File: src/rtl/rom_arbiter.sv
// Arbitrates the instruction-ROM port between IF-stage fetch and the program loader.
// Optional performance counters are enabled with `define ROM_ARB_PERF_EN.
module rom_arbiter #(
  parameter int ADDR_W    = 32,
  parameter int DATA_W    = 32,
  parameter int SEL_W     = 4,
  parameter int MAX_BURST = 8
) (
  input  logic              clk,
  input  logic              rst,
  // fetch side (PC block / ID)
  input  logic [ADDR_W-1:0] if_addr,
  output logic [DATA_W-1:0] if_rdata,
  output logic              if_rdata_valid,
  output logic              stall_pc,
  // loader side
  input  logic              ld_req,
  input  logic [ADDR_W-1:0] ld_addr,
  input  logic [DATA_W-1:0] ld_wdata,
  input  logic [SEL_W-1:0]  ld_sel,
  output logic              ld_ack,
  // ROM macro side
  output logic [ADDR_W-1:0] rom_addr,
  output logic [SEL_W-1:0]  rom_write_en,
  output logic [DATA_W-1:0] rom_write_data,
  input  logic [DATA_W-1:0] rom_rdata,
  // performance counters
  output logic [31:0]       perf_ld_beats,
  output logic [31:0]       perf_stall_cyc
);

  localparam int CNT_W = $clog2(MAX_BURST) + 1;
  localparam logic [CNT_W-1:0] BURST_LAST = CNT_W'(MAX_BURST - 1);

  typedef enum logic [1:0] {
    S_FETCH,
    S_LOAD,
    S_YIELD
  } state_t;

  state_t           state;
  logic [CNT_W-1:0] burst_cnt;
  logic             in_load;

  // Reset overrides the registered state so a beat presented in the reset cycle is dropped.
  assign in_load  = (state == S_LOAD) && !rst;
  assign stall_pc = in_load;
  assign ld_ack   = in_load && ld_req;
  assign if_rdata = rom_rdata;

  always_comb begin
    // NOTE: every output gets a default first so no path leaves it unassigned (no latch).
    rom_addr       = if_addr;
    rom_write_en   = '0;
    rom_write_data = '0;
    if (state == S_LOAD) begin
      rom_addr       = ld_addr;
      rom_write_data = ld_wdata;
      if (ld_ack) rom_write_en = ld_sel;
    end
  end

  // NOTE: state registers use non-blocking assignments so all flops update from pre-edge values.
  always_ff @(posedge clk) begin
    if (rst) begin
      state          <= S_FETCH;
      burst_cnt      <= '0;
      if_rdata_valid <= 1'b0;
    end else begin
      if_rdata_valid <= (state != S_LOAD);
      case (state)
        S_FETCH: begin
          burst_cnt <= '0;
          if (ld_req) state <= S_LOAD;
        end
        S_LOAD: begin
          if (!ld_req) begin
            state     <= S_FETCH;
            burst_cnt <= '0;
          end else if (burst_cnt == BURST_LAST) begin
            // Burst cap reached: force one fetch slot so the PC cannot starve.
            state     <= S_YIELD;
            burst_cnt <= '0;
          end else begin
            burst_cnt <= burst_cnt + CNT_W'(1);
          end
        end
        S_YIELD: begin
          burst_cnt <= '0;
          state     <= ld_req ? S_LOAD : S_FETCH;
        end
        default: begin
          state     <= S_FETCH;
          burst_cnt <= '0;
        end
      endcase
    end
  end

`ifdef ROM_ARB_PERF_EN
  always_ff @(posedge clk) begin
    if (rst) begin
      perf_ld_beats  <= '0;
      perf_stall_cyc <= '0;
    end else begin
      if (ld_ack)   perf_ld_beats  <= perf_ld_beats + 32'd1;
      if (stall_pc) perf_stall_cyc <= perf_stall_cyc + 32'd1;
    end
  end
`else
  assign perf_ld_beats  = '0;
  assign perf_stall_cyc = '0;
`endif

  a_burst_cnt_cap : assert property (@(posedge clk) disable iff (rst) burst_cnt <= BURST_LAST);

endmodule
File: config.mk
export PLATFORM = sky130hd
export DESIGN_NAME = rom_arbiter
export DESIGN_NICKNAME = d
export VERILOG_FILES = /design/src/rtl/rom_arbiter.sv
export SDC_FILE = /design/constraint.sdc
export NUM_CORES = 1
export LEC_CHECK = 0
export ABC_AREA = 0
export ABC_CLOCK_PERIOD_IN_PS = 1400
export CORE_AREA = 2 2 118 120
export CTS_BUF_LIST = sky130_fd_sc_hd__clkbuf_16
export CTS_CLUSTER_DIAMETER = 80
export DETAILED_ROUTE_END_ITERATION = 6
export DIE_AREA = 0 0 120 122
export SYNTH_ARGS = -nofsm -noshare
export SYNTH_HDL_FRONTEND = slang
export SYNTH_SLANG_ARGS = --single-unit
File: constraint.sdc
create_clock -name clk -period 1.4 [get_ports clk]
set_input_delay 0.14 -clock clk [delete_from_list [all_inputs] [get_ports clk]]
set_output_delay 0.14 -clock clk [all_outputs]
set_load 0.01 [all_outputs]
==> flow_summary.toml, run 1 <==
[outcome]
status = "finished, violations left"
violations = "negative setup slack"

[place]
gp_congestion = 0.681
place_inst = 584
placement.setup.worst_slack_ns = -0.472
dp_hpwl_um = 5110
placed_cell_area_um2 = 3130
port_buffers = 173

[timing]
finClkSkew_ns = 0.00105
fin_crit_sh_pct = 117
setup_viol = 69
finalWorstSetupSlack_ns = -0.235
fmax_mhz = 612
fin_tns_setup_ns = -8.35
finalMaxSlewViolations = 0
finalHoldViolCount = 0
period_minus_slack_ns = 1.64
rsz0062_at_grt = "true"

[global_route]
gr-total-overflow = 0
grt_pass1_vias = 1816
grt_max_degree = 20
grt_usage_pct = 8.80
grt_pass1_wl_um = 9690
antenna_found_initial = 0

[cts]
cts_buffers = 3
cts.sink_count = 7
htreeDepth = 1
clk_latency_ns = 0.23
cts-root-buf = "clkbuf_16"
clkTransAtPathRegs_ns = 0.04
clk_path_buf_depth = 2
cts_tree = "done"
hold_buffers = 0

[worst_setup_path]
path_max_fanout = 6
critical_path_class = "flop to primary output"
crit_path_end_kind = "primary output"
r2r-start = "state[1]"
critPathLaunch = "state[1]"
worstPathCellList = "buf_6 -> nor2b_4 -> buf_12 -> buf_12 -> buf_16 -> buf_8 -> nand2_1 -> nand2_1 -> buf_2"
required_ns = 1.26
crit_path_max_incr_delay_ns = 0.33
crit_slowest_cell = "dfxtp_2"
critPathCapture = "rom_addr[1]"
worstRegToRegCells = 9
reg2reg_slack_ns = -0.01
r2r_end = "if_rdata_valid"
critPathArrivalTime_ns = 1.50
critical_path.startpoint_type = "flop"

[routing]
firstDrtPassIters = 4
routed-wl-met2_um = 3470
postRouteAntennaNets = 0
finalWirelength_um = 7090
dr_total_vias = 1987
wl_per_cell_um = 11.7
wl_met3_um = 849
viasPerCell = 3.27
drt_iter0_drc = 29
highest_layer = "met4"
drt-met1-wl_um = 2410
drc = 0

[layout]
diodes = 0
final_cell_count_no_fill = 608
multiInputGateArea_um2 = 1120
area_delta_synth_final_pct = 115
drive_gt1_share_pct = 35.3
fin_area_um2 = 3500
final_util_pct = 25.9
seq_area_um2 = 143
final_nets = 565
n_fill_cell = 1507

[yosys]
ys_seq_elements = 7
synth_warnings = 0
synthTopCellsByArea = "buf_4 44%, nand2_1 22%, and2_1 14%"
postSynth.asyncResetShare_pct = 0
synth_cell_types = 22
synth-edff-count = 0
synthTopCellsByCount = "96 x buf_4, 96 x nand2_1, 36 x and2_1"
netlist_area_um2 = 1630
avgSynthCellArea_um2 = 6.10
syn_inst = 267
synth.yosys.seq_area_share_pct = 8.60
synth_top_area_cell = "buf_4"
synthFlopType = "dfxtp_1"
yosys.area.top_type_share_pct = 44.2

[floorplanning]
die_area_um2 = 14600
start_util_pct = 12.1
die_y_um = 122
die_w_um = 120
rows = 43
io_pins = 302
core_um2 = 13500

[power_and_ir_drop]
p_leak_uw = 0.00181
peakVddDrop_mv = 0.279
power_per_cell_area_nw_per_um2 = 465

[run]
max-cap-violations = 0

[min_path]
hp-class = "input port to flop"
[how the worst min path moves through the flow]
stage / start / end / cells past startpoint
3_3_place_gp: rom_rdata[15] / if_rdata[15] / 0
2_1_floorplan: rst / if_rdata_valid / 1
3_5_place_dp: rom_rdata[15] / if_rdata[15] / 0
5_1_grt: rst / if_rdata_valid / 2
6_report: rst / if_rdata_valid / 2
4_1_cts: rst / if_rdata_valid / 2
[registers in the layout (all words and copies together), names as in the netlist]
| register | flops |
|---|---|
| burst_cnt | 4 |
| state | 2 |
| if_rdata_valid | 1 |
[power breakdown]
part	switching, uW	internal (uW)	total [uW]
Combinational	392	543	935
Clock	113	372	485
Sequential	3.45	205	209
[per-layer routing]
metal / up-vias / track usage (%)
met5: - / 0
met4: 0 / 5.74
met3: 28 / 2.43
met2: 160 / 15.4
met1: 841 / 9.30
li1: 958 / -
[stage by stage]
step | total power [uW] | hold slack [ns]
after floorplan | 718 | 0.212
after global placement | 1050 | 0.280
after detailed placement | 1050 | 0.280
after CTS | 1570 | 0.232
after global routing | 1740 | 0.246
final | 1630 | 0.235
[logic make-up after synthesis]
logic type | synth area share, %
simple gates | 41.1
compound gates | 0.307
fa+ha+maj | 0.768
buf+inv | 47.9
flops | 8.60
xor+xnor | 1.08
other cells | 0.230
[cell usage in the layout, fill, tap and decap left out, types with 3 or more instances in the layout]
cell / instances
and2_1: 19
and2_4: 17
buf_12: 5
buf_16: 4
buf_2: 43
buf_4: 14
buf_6: 29
clkbuf_16: 3
clkdlybuf4s50_1: 101
conb_1: 64
dfxtp_1: 5
dlygate4sd2_1: 3
nand2_1: 71
nand2_2: 16
nand2_4: 10
nor2_1: 5
[worst max-delay path: cells and delay by family, from the launching register on]
kind | cells | cell delay [ns]
buffers and inverters | 6 | 0.71
DFF | 1 | 0.33
and+or+nand+nor | 3 | 0.22
[layout make-up]
cell class,count,area share [%]
Timing Repair Buffer,201,54.9
Multi-Input combinational cell,215,32.0
Tap cell,180,6.43
Sequential cell,7,4.07
Clock buffer,3,2.14
Inverter,1,0.250
Clock inverter,1,0.107
[timing repair]
action                                  in CTS  in global routing
setup buffers                               15                  4
pin swaps                                   16                 23
resized for setup                          320                 62
endpoints found under the setup margin      70                 69
cloned                                       5                  0
Note: power is estimated with default switching activity, not from simulation.
==> run 2, diff against run 1 <==
--- a/config.mk
+++ b/config.mk
@@ -6,10 +6,8 @@
 export NUM_CORES = 1
 export LEC_CHECK = 0
 export ABC_AREA = 0
-export ABC_CLOCK_PERIOD_IN_PS = 1400
 export CORE_AREA = 2 2 118 120
 export CTS_BUF_LIST = sky130_fd_sc_hd__clkbuf_16
-export CTS_CLUSTER_DIAMETER = 80
 export DETAILED_ROUTE_END_ITERATION = 6
 export DIE_AREA = 0 0 120 122
 export SYNTH_ARGS = -nofsm -noshare
==> results of run 2 <==
Final layout, timing and power as in run 1 (identical DEF).
